--- src/rtl/iroot_unit.sv ---
// Iterative integer cube/square root: one result digit per clock cycle,
// producing floor(a^(1/3)) or floor(sqrt(a)) together with the remainder.
module iroot_unit #(
  parameter int unsigned W = 9
) (
  input  logic                 clk_i,
  input  logic                 rst_i,
  input  logic                 start_i,
  input  logic                 mode_i,
  input  logic [W-1:0]         a_i,
  output logic                 busy_o,
  output logic                 done_o,
  output logic [(W+1)/2-1:0]   y_bo,
  output logic [W-1:0]         r_bo
);

  localparam int unsigned YW  = (W + 1) / 2;
  localparam int unsigned NCB = (W + 2) / 3;
  localparam int unsigned NSQ = (W + 1) / 2;
  localparam int unsigned CW  = $clog2(NSQ);
  // Wide enough for 3y(y+1)+1 of a YW-bit root shifted by up to W-1 places.
  localparam int unsigned BW  = 2 * YW + 2 + W;

  typedef enum logic [0:0] {
    IDLE = 1'b0,
    CALC = 1'b1
  } state_t;

  state_t          state_q, state_d;
  logic [W-1:0]    x_q, x_d;
  logic [YW-2:0]   y_q, y_d;
  logic [CW-1:0]   cnt_q, cnt_d;
  logic            mode_q, mode_d;
  logic            busy_q, busy_d;
  logic            done_q, done_d;
  logic [YW-1:0]   yres_q, yres_d;
  logic [W-1:0]    rres_q, rres_d;

  logic [BW-1:0]   y2_w;
  logic [BW-1:0]   base_s;
  logic [BW-1:0]   b_s;
  logic [CW+1:0]   sh_s;
  logic            ge_s;
  logic [W-1:0]    x_it_s;
  logic [YW-1:0]   y_it_s;

  // Digit datapath: trial subtrahend, compare and conditional subtract.
  always_comb begin
    y2_w   = {{(BW-YW){1'b0}}, y_q, 1'b0};
    sh_s   = {(CW+2){1'b0}};
    base_s = {BW{1'b0}};
    if (mode_q) begin
      sh_s   = {1'b0, cnt_q, 1'b0};
      base_s = {y2_w[BW-2:0], 1'b1};
    end else begin
      sh_s   = {2'b00, cnt_q} + {1'b0, cnt_q, 1'b0};
      base_s = BW'(2'd3) * y2_w * (y2_w + BW'(1'b1)) + BW'(1'b1);
    end
    b_s    = base_s << sh_s;
    ge_s   = ({{(BW-W){1'b0}}, x_q} >= b_s);
    y_it_s = {y_q, ge_s};
    if (ge_s) begin
      x_it_s = x_q - b_s[W-1:0];
    end else begin
      x_it_s = x_q;
    end
  end

  // Control FSM next-state and result capture.
  always_comb begin
    state_d = state_q;
    x_d     = x_q;
    y_d     = y_q;
    cnt_d   = cnt_q;
    mode_d  = mode_q;
    busy_d  = busy_q;
    done_d  = 1'b0;
    yres_d  = yres_q;
    rres_d  = rres_q;
    case (state_q)
      IDLE: begin
        if (start_i) begin
          state_d = CALC;
          x_d     = a_i;
          y_d     = {(YW-1){1'b0}};
          mode_d  = mode_i;
          busy_d  = 1'b1;
          if (mode_i) begin
            cnt_d = CW'(NSQ - 1);
          end else begin
            cnt_d = CW'(NCB - 1);
          end
        end else begin
          busy_d = 1'b0;
        end
      end
      CALC: begin
        x_d = x_it_s;
        y_d = y_it_s[YW-2:0];
        if (cnt_q == {CW{1'b0}}) begin
          state_d = IDLE;
          busy_d  = 1'b0;
          done_d  = 1'b1;
          yres_d  = y_it_s;
          rres_d  = x_it_s;
        end else begin
          cnt_d = cnt_q - CW'(1'b1);
        end
      end
      default: begin
        state_d = IDLE;
        busy_d  = 1'b0;
      end
    endcase
  end

  // State and result registers with synchronous reset.
  always_ff @(posedge clk_i) begin
    if (rst_i) begin
      state_q <= IDLE;
      x_q     <= {W{1'b0}};
      y_q     <= {(YW-1){1'b0}};
      cnt_q   <= {CW{1'b0}};
      mode_q  <= 1'b0;
      busy_q  <= 1'b0;
      done_q  <= 1'b0;
      yres_q  <= {YW{1'b0}};
      rres_q  <= {W{1'b0}};
    end else begin
      state_q <= state_d;
      x_q     <= x_d;
      y_q     <= y_d;
      cnt_q   <= cnt_d;
      mode_q  <= mode_d;
      busy_q  <= busy_d;
      done_q  <= done_d;
      yres_q  <= yres_d;
      rres_q  <= rres_d;
    end
  end

  assign busy_o = busy_q;
  assign done_o = done_q;
  assign y_bo   = yres_q;
  assign r_bo   = rres_q;

endmodule

--- config.mk ---
export PLATFORM = sky130hd
export DESIGN_NAME = iroot_unit
export DESIGN_NICKNAME = d
export VERILOG_FILES = /design/src/rtl/iroot_unit.sv
export SDC_FILE = /design/constraint.sdc
export NUM_CORES = 1
export LEC_CHECK = 0
export BUFFER_PORTS_ARGS = -buffer_cell sky130_fd_sc_hd__buf_2
export CAP_MARGIN = 20
export CORE_AREA = 5 5 93 95
export DETAILED_ROUTE_END_ITERATION = 8
export DIE_AREA = 0 0 98 100
export PLACE_DENSITY = 0.76
export SETUP_SLACK_MARGIN = 0.4
export SYNTH_ARGS = -nofsm -noshare
export SYNTH_HDL_FRONTEND = slang
export SYNTH_SLANG_ARGS = --single-unit
--- constraint.sdc ---
create_clock -name clk_i -period 6.4 [get_ports clk_i]
set_input_delay 0.32 -clock clk_i [delete_from_list [all_inputs] [get_ports clk_i]]
set_output_delay 0.32 -clock clk_i [all_outputs]
set_load 0.01 [all_outputs]
==> out/results.ini, run 1 <==
[status]
status = finished with violations
failed_checks = negative setup slack

[worst_setup_path]
crit_type = reg2reg
r2r_cells = 28
crit_arrival_ns = 6.77
crit_fanout = 8
worstReg2RegStart = y_q[1]
critPathCapture = x_q[0]
cp-startpoint = y_q[1]
rr_endpoint = x_q[0]
r2r_slack_ns = -0.17
cp-start-kind = flip-flop
crit_path_end_kind = flip-flop
slowest_stage = fa_1
max_stage_delay_ns = 0.53
required_ns = 6.61

[synthesis]
syn-num-nets = 622
avgSynthCellArea_um2 = 7.537
synthCells = 553
ys_types = 63
ys.flop_type = dfxtp_1
syn_area_um2 = 4168
synth_seq_cells = 34
synth_edf_count = 0
yosysWarnings = 0
synthArstFlopShare_pct = 0
synth.yosys.seq_area_share_pct = 16.33

[placed_design]
dp_cells = 704
dpl-instance-area_um2 = 4853
port_buffers = 28
dp_slack_ns = -0.4591
globalplace.congestion = 0.9134
dpl.hpwl_mm = 9.259

[timing]
maxSlewViolCount = 0
setup_violations = 19
min_period_over_period_pct = 102.6
worstMarginPinSlew_ns = 0.7454
slew_headroom_pct = 50.14
fin_skew_ns = 0.007951
rsz0062_at_grt = yes
final.setup.worst_slack_ns = -0.1655
hold_viol = 0
hold_ws_ns = 0.3905
min_period_ns = 6.566
max_freq_mhz = 152.3

[global_routing]
grt_pass1_wl_mm = 20.73
grt_max_degree = 38
antenna_found_initial = 0
grt_util_all_layers_pct = 25.07
gr-total-overflow = 0
grt_pass1_vias = 4331

[min_path]
min_path_cells = 3
min_path_type = in2reg

[detailed_routing]
vias_per_cell = 6.225
routed_wl_mm = 12.38
drtAntennaViolNets = 0
via_count = 4476
drc = 0
drtIter0Drc = 364
first_pass_iters = 5
post_drt_wl_per_cell_um = 17.21

[power]
p_int_uw = 631.3
switchingPower_uw = 440.2
p_leak_nw = 2.239
vdd_drop_max_mv = 0.2122
power.density_nw_per_um2 = 208.8
seqPwrFrac_pct = 23.3
p_sw_share_pct = 41.08
p_clk_share_pct = 18.8
p_comb_share_pct = 57.9

[clock_tree]
cts_tree = yes
root_buffer = clkbuf_8
clock_latency_ns = 0.28
path_clk_slew_ns = 0.07
h-tree-depth = 2
cts_sinks = 34
cts_buffers = 5
clk_path_buf_depth = 2

[floorplan]
fp.dieArea_um2 = 9800
start_util_pct = 54.50
die_h_um = 100
io_pins = 29
rows = 32
core_area_um2 = 7647
die_w_um = 98

[cells_and_area]
final_common_cell = buf_4
n_antenna_cell = 0
final_cell_mix = 62 x buf_4, 51 x nor2_1, 49 x nand2_1, 38 x inv_1, 36 x ha_1
drive_gt1_share_pct = 24.96
fin_cells = 719
syn_to_final_growth_pct = 23.15
postLayoutCellArea_um2 = 5132
layout.nets = 686

[flow_run]
maxCapViolations = 0

[worst min path at each step]
stage                  from       end  slack (ns)
floorplan           y_bo[0]   y_bo[0]        0.48
global placement    y_bo[2]   y_bo[2]        0.44
detailed placement  y_bo[0]   y_bo[0]        0.45
CTS                  mode_i  cnt_q[2]        0.35
global route         mode_i    mode_q        0.38
finish               mode_i    mode_q        0.39
[per-stage QoR]
stage	total power, mW	setup TNS (ns)	utilization [%]
finish	1.071	-2.135	67.11
global route	1.139	-8.284	67.11
CTS	1.038	-0.9114	66.34
detailed placement	0.8170	-5.833	63.47
global placement	0.8052	-3.206	63.47
floorplan	0.6481	-1.450	-
[cell type report]
| class | instances | area [µm²] |
|---|---|---|
| flip-flops and latches | 34 | 688.2 |
| inverters | 41 | 153.9 |
| well taps | 102 | 127.6 |
| clock buffers | 6 | 82.58 |
| multi-input cells | 441 | 3374 |
| clock inverters | 1 | 30.03 |
| fillers | 618 | 2515 |
| repair buffers | 94 | 675.6 |
[synthesized netlist by cell type, types with 2 or more instances]
master	number	area, µm²
inv_1	40	150.1
o21bai_1	2	15.01
o311a_1	2	20.02
nand2b_1	8	50.05
o221ai_1	2	17.52
o21ai_0	23	115.1
nand4_1	5	31.28
nand3_1	16	80.08
nor2_1	54	202.7
o21ai_1	3	15.01
and4_1	2	17.52
mux2i_1	13	130.1
a221oi_1	5	43.79
xor2_1	3	26.28
a41oi_1	2	17.52
dfxtp_1	34	680.7
o31a_1	2	17.52
nor3b_1	4	30.03
and3_1	3	18.77
or2_2	4	25.02
mux2_2	11	123.9
o22ai_1	3	18.77
or3_1	3	18.77
a31oi_1	4	25.02
a211oi_1	28	210.2
and2_1	8	50.05
o211ai_1	5	37.54
xnor2_1	8	70.07
fa_1	14	280.3
clkbuf_1	28	105.1
a32oi_1	7	61.31
o21a_1	4	30.03
a211o_1	3	26.28
nand2_1	49	183.9
a21o_1	9	67.56
ha_1	42	525.5
nor3_1	12	60.06
nor2b_1	15	93.84
a21oi_1	36	180.2
buf_2	7	35.03
o2111ai_1	3	26.28
nor4_1	6	37.54
[kinds of logic (layout without fill, tap and decap cells)]
| family | Yosys count | in the layout | share of synthesized area, % |
|---|---|---|---|
| buffers and inverters | 78 | 142 | 7.415 |
| and+or+nand+nor | 194 | 194 | 23.00 |
| xor gates and xnor gates | 11 | 11 | 2.312 |
| AOI/OAI and AO/OA | 156 | 156 | 25.52 |
| adders and majority gates | 56 | 56 | 19.33 |
| DFF | 34 | 34 | 16.33 |
| muxes | 24 | 24 | 6.094 |
[power groups by stage]
stage / Sequential, mW / Combinational [mW] / Clock [mW]
finish: 0.250 / 0.621 / 0.201
global placement: 0.255 / 0.550 / 0
floorplan: 0.251 / 0.398 / 0
detailed placement: 0.256 / 0.561 / 0
CTS: 0.252 / 0.583 / 0.204
global route: 0.252 / 0.674 / 0.214
[metal layers]
layer	up-vias	wire [µm]	track usage, %
met2	188	5760	41.36
met1	2145	5533	34.82
li1	2118	-	-
met4	0	236	7.348
met3	25	845	2.571
met5	-	0	0
[critical path, delay by kind of cell, from the launching register on]
kind	cells	cell delay, ns
simple gates	3	0.62
xor+xnor	2	0.32
flops	1	0.37
fa+ha+maj	7	2.64
compound gates	10	1.71
buf+inv	4	0.39
mux	2	0.41
[flip-flops by register name, indices dropped and copies added (netlist names)]
signal,count
r_bo,9
y_q,4
y_bo,5
mode_q,1
cnt_q,3
state_q,1
done_o,1
x_q,9
busy_o,1
[repair_timing]
action / 4_1_cts / 5_1_grt
hold endpoints to repair: 0 / 0
buffers inserted: 5 / 2
gates resized for setup: 15 / 5
gates cloned: 0 / 0
pin swaps: 18 / 7
hold buffers: 0 / 0
endpoints found under the setup margin: 20 / 20
Note: power is estimated with default switching activity, not from simulation.
==> inputs of run 2 (changes only) <==
--- a/config.mk
+++ b/config.mk
@@ -7,9 +7,9 @@
 export LEC_CHECK = 0
 export BUFFER_PORTS_ARGS = -buffer_cell sky130_fd_sc_hd__buf_2
 export CAP_MARGIN = 20
-export CORE_AREA = 5 5 93 95
+export CORE_AREA = 5 5 110 81
 export DETAILED_ROUTE_END_ITERATION = 8
-export DIE_AREA = 0 0 98 100
+export DIE_AREA = 0 0 115 86
 export PLACE_DENSITY = 0.76
 export SETUP_SLACK_MARGIN = 0.4
 export SYNTH_ARGS = -nofsm -noshare
==> run 2 against run 1 <==
Effect of this change: design area grew 3.3%; critical endpoint is now x_q[4]; largest power group unchanged; routed wire length grew 5.4%; the flow still finishes with violations (negative setup slack); register-to-register slack lost 0.18 ns; highest routed layer unchanged; utilization grew 1.7 points; sequential cell count is the same; clock skew shrank 0.00086 ns.
==> out/results.ini, run 2 (synthesis results as in run 1) <==
[status]
status = finished with violations
failed_checks = negative setup slack

[worst_setup_path]
cp-start-kind = flip-flop
crit_arrival_ns = 6.88  ; +0.11 ns
max_stage_delay_ns = 0.54  ; about the same
required_ns = 6.53  ; -0.08 ns
crit_fanout = 7  ; -1
crit_path_end_kind = flip-flop
crit_type = reg2reg
slowest_stage = fa_1
r2r_cells = 31  ; +11%
crit_top_cell = buf_4

[global_routing]
grt_pass1_vias = 4205  ; -2.9%
met2_usage_pct = 36.87  ; -4.5 points
grt_most_used_layer = met1
grt_pass1_wl_mm = 20.71  ; -0.14%
gr-total-overflow = 0  ; unchanged
antenna_found_initial = 0  ; unchanged
grt_util_all_layers_pct = 25.39  ; +0.32 points
grt_max_degree = 38  ; unchanged
use_met3_pct = 5.853  ; +3.3 points
globalRouteMet1Util_pct = 38.39  ; +3.6 points

[floorplan]
core_area_um2 = 7702  ; +0.72%
rows = 27  ; -16%
io_pins = 29  ; unchanged
start_util_pct = 54.11  ; -0.39 points
fp.dieArea_um2 = 9890  ; +0.92%
die_h_um = 86  ; -14%
die_w_um = 115  ; +17%

[timing]
maxSlewViolCount = 0  ; unchanged
fin_skew_ns = 0.007087  ; -0.0008638 ns
max_freq_mhz = 148.2  ; -2.7%
worstMarginPinSlew_ns = 0.8598  ; +0.1145 ns
min_period_ns = 6.746  ; +0.1803 ns
setup_violations = 20  ; +1
min_period_over_period_pct = 105.4  ; +2.8 points
rsz0062_at_grt = yes
hold_viol = 0  ; unchanged
final.setup.worst_slack_ns = -0.3458  ; -0.1803 ns
slew_headroom_pct = 42.48  ; -7.7 points

[cells_and_area]
nFillCells = 605  ; -2.1%
final_util_pct = 68.86  ; +1.7 points
final_cell_mix = 58 x buf_4, 50 x nor2_1, 46 x nand2_1, 36 x inv_1, 33 x a21oi_1
drive_gt1_share_pct = 28.18  ; +3.2 points
layout.nets = 689  ; +0.44%
final_common_cell = buf_4
syn_to_final_growth_pct = 27.26
n_antenna_cell = 0  ; unchanged
fin_cells = 722  ; +0.42%

[placed_design]
port_buffers = 28  ; unchanged
globalplace.congestion = 0.9808  ; +7.4%
dpl.hpwl_mm = 9.283  ; +0.26%
dp_slack_ns = -0.5500  ; -0.09087 ns
dp_cells = 698  ; -0.85%

[min_path]
min_path_cells = 3  ; unchanged
min_path_type = in2reg

[power]
switchingPower_uw = 484.7  ; +10%
p_comb_share_pct = 63.4  ; +5.5 points
p_sw_share_pct = 42.57  ; +1.5 points
p_int_uw = 653.8  ; +3.6%
p_leak_nw = 2.281  ; +1.9%
vdd_drop_max_mv = 0.1733  ; -18%
power.density_nw_per_um2 = 214.7  ; +2.8%
seqPwrFrac_pct = 21.7  ; -1.6 points
p_clk_share_pct = 14.9  ; -3.9 points

[detailed_routing]
drc = 0  ; unchanged
vias_per_cell = 6.373  ; +2.4%
drtAntennaViolNets = 0  ; unchanged
post_drt_wl_per_cell_um = 18.07  ; +5.0%
first_pass_iters = 6  ; +1
drtIter0Drc = 456  ; +25%
routed_wl_mm = 13.04  ; +5.4%
via_count = 4601  ; +2.8%

[clock_tree]
path_clk_slew_ns = 0.08  ; about the same
h-tree-depth = 2  ; unchanged
cts_tree = yes
cts_sinks = 34  ; unchanged
cts_buffers = 5  ; unchanged
root_buffer = clkbuf_8
clk_path_buf_depth = 2  ; unchanged
clock_latency_ns = 0.28  ; about the same

[flow_run]
maxCapViolations = 0  ; unchanged

run 2: changes by cell type in the layout (fill, tap and decap cells not counted), sizes merged:
cell | previous run | this run
bufinv | 1 | 0
clkinv | 0 | 1
clkbuf | 6 | 7
clkinvlp | 0 | 1
buf | 94 | 96
run 2: final cells by class:
cell class / count / area (µm²) / share of cell area, %
repair buffers: 97 / 725.7 / 13.68
clock buffers: 6 / 82.58 / 1.557
multi-input cells: 441 / 3515 / 66.27
inverters: 41 / 153.9 / 2.902
clock inverters: 2 / 12.51 / 0.2359
flip-flops and latches: 34 / 688.2 / 12.97
well taps: 101 / 126.4 / 2.383
run 2: what timing repair did:
item,CTS,global route
buffers inserted,8,7
endpoints found under the setup margin,20,20
gates resized for setup,30,26
gates cloned,1,0
pin swaps,28,16
hold buffers,0,0
run 2: final timing paths:
check             startpoint       to  slack (ns)
hold reg to reg      y_bo[4]  y_bo[4]        0.46
hold / removal        mode_i   mode_q        0.33
setup reg to reg      y_q[1]   x_q[4]       -0.35
setup / recovery      y_q[1]   x_q[4]       -0.35
run 2: power by group through the flow:
stage,Clock (mW),Sequential (mW),Combinational (mW)
floorplan,0,0.251,0.398
global placement,0,0.249,0.549
detailed placement,0,0.250,0.560
CTS,0.170,0.246,0.639
global route,0.183,0.250,0.765
finish,0.170,0.247,0.722
run 2: critical path, delay by kind of cell, from the launching register on:
kind                     cells  cell delay, ns
adder cells (fa/ha/maj)      7            2.81
AO/OA/AOI/OAI                7            1.03
buffers and inverters        8            0.95
AND/OR/NAND/NOR              5            0.75
flip-flops                   1            0.38
multiplexers                 2            0.33
XOR/XNOR                     2            0.32
run 2: per-layer routing:
metal / wire length (µm) / up-vias / part of all wire [%]
met3: 1342 / 35 / 10
met1: 5927 / 2178 / 45
met5: 0 / - / 0
li1: - / 2115 / -
met4: 204 / 0 / 1.6
met2: 5568 / 273 / 43
run 2: per-stage QoR:
| step | cell area [µm²] | TNS, ns | power [mW] | hold WS (ns) |
|---|---|---|---|---|
| finish | 5304 | -4.736 | 1.139 | 0.3339 |
| global route | 5304 | -10.41 | 1.197 | 0.3619 |
| CTS | 5120 | -2.432 | 1.055 | 0.3335 |
| detailed placement | 4815 | -8.204 | 0.8099 | 0.4466 |
| global placement | 4815 | -3.468 | 0.7986 | 0.4416 |
| floorplan | 4309 | -1.450 | 0.6481 | 0.4805 |
==> inputs of run 3 (changes only) <==
--- a/config.mk
+++ b/config.mk
@@ -5,11 +5,12 @@
 export SDC_FILE = /design/constraint.sdc
 export NUM_CORES = 1
 export LEC_CHECK = 0
+export ABC_AREA = 1
 export BUFFER_PORTS_ARGS = -buffer_cell sky130_fd_sc_hd__buf_2
 export CAP_MARGIN = 20
-export CORE_AREA = 5 5 110 81
+export CORE_AREA = 5 5 107 79
 export DETAILED_ROUTE_END_ITERATION = 8
-export DIE_AREA = 0 0 115 86
+export DIE_AREA = 0 0 112 84
 export PLACE_DENSITY = 0.76
 export SETUP_SLACK_MARGIN = 0.4
 export SYNTH_ARGS = -nofsm -noshare
==> run 3 against run 2 <==
Effect of this change: the flow now finishes without violations; cell count rose by 5.7%; sequential share of layout area rose by 2.1 points; die area fell by 4.9%; design area fell by 14%; critical endpoint is now r_bo[5]; count of clock-buffer cells in the layout did not move; register-to-register slack improved by 0.85 ns.
==> out/results.ini, run 3 <==
[timing]
max_freq_mhz = 169.5  ; +14%
worstMarginPinSlew_ns = 0.6464  ; -0.2134 ns
min_period_over_period_pct = 92.18  ; -13 points
setup_violations = 0  ; -100%
rsz0062_at_grt = yes
hold_viol = 0  ; unchanged
min_period_ns = 5.900  ; -0.8461 ns
slew_headroom_pct = 56.75  ; +14 points
fin_skew_ns = 0.008703  ; +0.001615 ns
maxSlewViolCount = 0  ; unchanged

[cells_and_area]
syn_to_final_growth_pct = 16.73
drive_gt1_share_pct = 18.58  ; -9.6 points
postLayoutCellArea_um2 = 4584  ; -14%
final_common_cell = nand2_1
layout.nets = 731  ; +6.1%
final_cell_mix = 160 x nand2_1, 94 x inv_1, 65 x nand3_1, 41 x nor2_1, 34 x ha_1
fin_cells = 763  ; +5.7%
final_util_pct = 61.40  ; -7.5 points
nFillCells = 651  ; +7.6%
n_antenna_cell = 0  ; unchanged

[global_routing]
antenna_found_initial = 0  ; unchanged
grt_pass1_vias = 3705  ; -12%
grt_pass1_wl_mm = 17.45  ; -16%
gr-total-overflow = 0  ; unchanged
grt_util_all_layers_pct = 22.27  ; -3.1 points
grt_max_degree = 22  ; -42%

[clock_tree]
cts_sinks = 34  ; unchanged
cts_buffers = 5  ; unchanged
cts_tree = yes
clk_path_buf_depth = 2  ; unchanged
h-tree-depth = 2  ; unchanged
root_buffer = clkbuf_8
path_clk_slew_ns = 0.07  ; about the same
clock_latency_ns = 0.29  ; about the same
holdBufCountCts = 0  ; unchanged

[placed_design]
globalplace.congestion = 0.9486  ; -3.3%
dp_cells = 740  ; +6.0%
dpl.hpwl_mm = 8.076  ; -13%
dpl-instance-area_um2 = 4134  ; -14%
port_buffers = 28  ; unchanged

[synthesis]
synth.yosys.seq_area_share_pct = 17.33  ; +1.0 points
yosysTopAreaCellShare_pct = 17.33  ; +1.0 points
synthTopCellsByCount = 172 x nand2_1, 100 x inv_1, 72 x nand3_1
synth_edf_count = 0  ; unchanged
ys.flop_type = dfxtp_1
synthTopCellsByArea = dfxtp_1 17%, nand2_1 16%, ha_1 13%
syn_area_um2 = 3928  ; -5.8%
syn-num-nets = 693  ; +11%
synth_seq_cells = 34  ; unchanged
synthCells = 624  ; +13%
ys_types = 37  ; -41%
yosysWarnings = 0  ; unchanged
yosys.cell_count.top_type = nand2_1
avgSynthCellArea_um2 = 6.294  ; -16%
synth_top_area_cell = dfxtp_1
synthArstFlopShare_pct = 0  ; unchanged

[detailed_routing]
drtAntennaViolNets = 0  ; unchanged
via_count = 4150  ; -9.8%
vias_per_cell = 5.439  ; -15%
routed_wl_mm = 10.85  ; -17%
post_drt_wl_per_cell_um = 14.22  ; -21%
first_pass_iters = 5  ; -1
drtIter0Drc = 273  ; -40%
drc = 0  ; unchanged

[status]
status = finished, final reports clean

[floorplan]
io_pins = 29  ; unchanged
die_w_um = 112  ; -2.6%
rows = 27  ; unchanged
start_util_pct = 52.61  ; -1.5 points
fp.dieArea_um2 = 9408  ; -4.9%
die_h_um = 84  ; -2.3%
core_area_um2 = 7466  ; -3.1%

[power]
p_comb_share_pct = 61.0  ; -2.4 points
seqPwrFrac_pct = 24.7  ; +3.0 points
power.density_nw_per_um2 = 228.2  ; +6.3%
p_leak_nw = 2.364  ; +3.6%
vdd_drop_max_mv = 0.2170  ; +25%
switchingPower_uw = 496.4  ; +2.4%
p_sw_share_pct = 47.46  ; +4.9 points
p_clk_share_pct = 14.3  ; -0.6 points
p_int_uw = 549.6  ; -16%

[worst_setup_path]
crit_type = reg2reg
crit_path_end_kind = flip-flop
crit_arrival_ns = 6.09  ; -0.79 ns
max_stage_delay_ns = 0.54  ; about the same
cp-start-kind = flip-flop
r2r_slack_ns = 0.50  ; +0.85 ns
required_ns = 6.59  ; +0.06 ns
crit_fanout = 7  ; unchanged
slowest_stage = fa_1

[min_path]
min_path_type = in2reg

[flow_run]
maxCapViolations = 0  ; unchanged

==> run 3: power by group through the flow <==
| stage | logic, mW | clock network, mW | registers (mW) |
|---|---|---|---|
| after floorplan | 0.443 | 0 | 0.254 |
| after global placement | 0.541 | 0 | 0.260 |
| after detailed placement | 0.547 | 0 | 0.261 |
| after CTS | 0.575 | 0.152 | 0.256 |
| after global routing | 0.705 | 0.165 | 0.261 |
| final | 0.638 | 0.150 | 0.258 |
==> run 3: final timing paths <==
path,from,endpoint,cells after the start
setup reg to reg,y_q[1],r_bo[5],33
setup / recovery,y_q[1],r_bo[5],33
hold reg to reg,busy_o,busy_o,2
hold / removal,a_i[4],x_q[4],5
==> run 3: cell families (layout without fill, tap and decap cells) <==
| kind of cell | count (synthesis) | count (layout) | synth area share (%) |
|---|---|---|---|
| and+or+nand+nor | 317 | 317 | 35.46 |
| buffers and inverters | 125 | 163 | 12.97 |
| AOI/OAI and AO/OA | 84 | 84 | 11.95 |
| adders and majority gates | 56 | 56 | 20.52 |
| DFF | 34 | 34 | 17.33 |
| xor gates and xnor gates | 8 | 8 | 1.784 |
==> run 3: per-stage QoR <==
| stage | total power [mW] | setup TNS, ns | hold slack, ns | worst slack (ns) |
|---|---|---|---|---|
| finish | 1.046 | 0 | 0.4037 | 0.5003 |
| global route | 1.131 | 0 | 0.4288 | 0.1612 |
| CTS | 0.9835 | 0 | 0.3370 | 0.4263 |
| detailed placement | 0.8078 | -1.961 | 0.4539 | -0.1513 |
| global placement | 0.8013 | 0 | 0.4496 | 0.1669 |
| floorplan | 0.6973 | 0 | 0.4831 | 0.5780 |
==> run 3: repair_timing <==
action | 4_1_cts | 5_1_grt
buffers inserted | 3 | 13
endpoints found under the setup margin | 20 | 20
pin swaps | 4 | 44
resized for setup | 13 | 46
==> run 3: routing by layer <==
| layer | track usage, % | part of all wire (%) | up-vias |
|---|---|---|---|
| met4 | 5.240 | 1.9 | 0 |
| met5 | 0 | 0 | - |
| met1 | 33.74 | 48 | 1893 |
| met3 | 4.130 | 8.0 | 22 |
| met2 | 32.37 | 42 | 177 |
| li1 | - | - | 2058 |
==> run 3: worst max-delay path: cells and delay by family (launching register included) <==
| family | cells | cell delay, ns |
|---|---|---|
| buffers and inverters | 5 | 0.34 |
| AOI/OAI and AO/OA | 5 | 0.70 |
| adders and majority gates | 7 | 2.75 |
| DFF | 1 | 0.37 |
| and+or+nand+nor | 16 | 1.64 |
==> run 3: cell type report <==
class	count	area (µm²)	area share (%)
clock buffer	6	72.57	1.583
clock inverter	1	7.507	0.1638
inverter	105	396.6	8.652
multi-input combinational	465	2959	64.55
sequential	34	689.4	15.04
tap	101	126.4	2.757
timing repair buffer	51	332.8	7.260
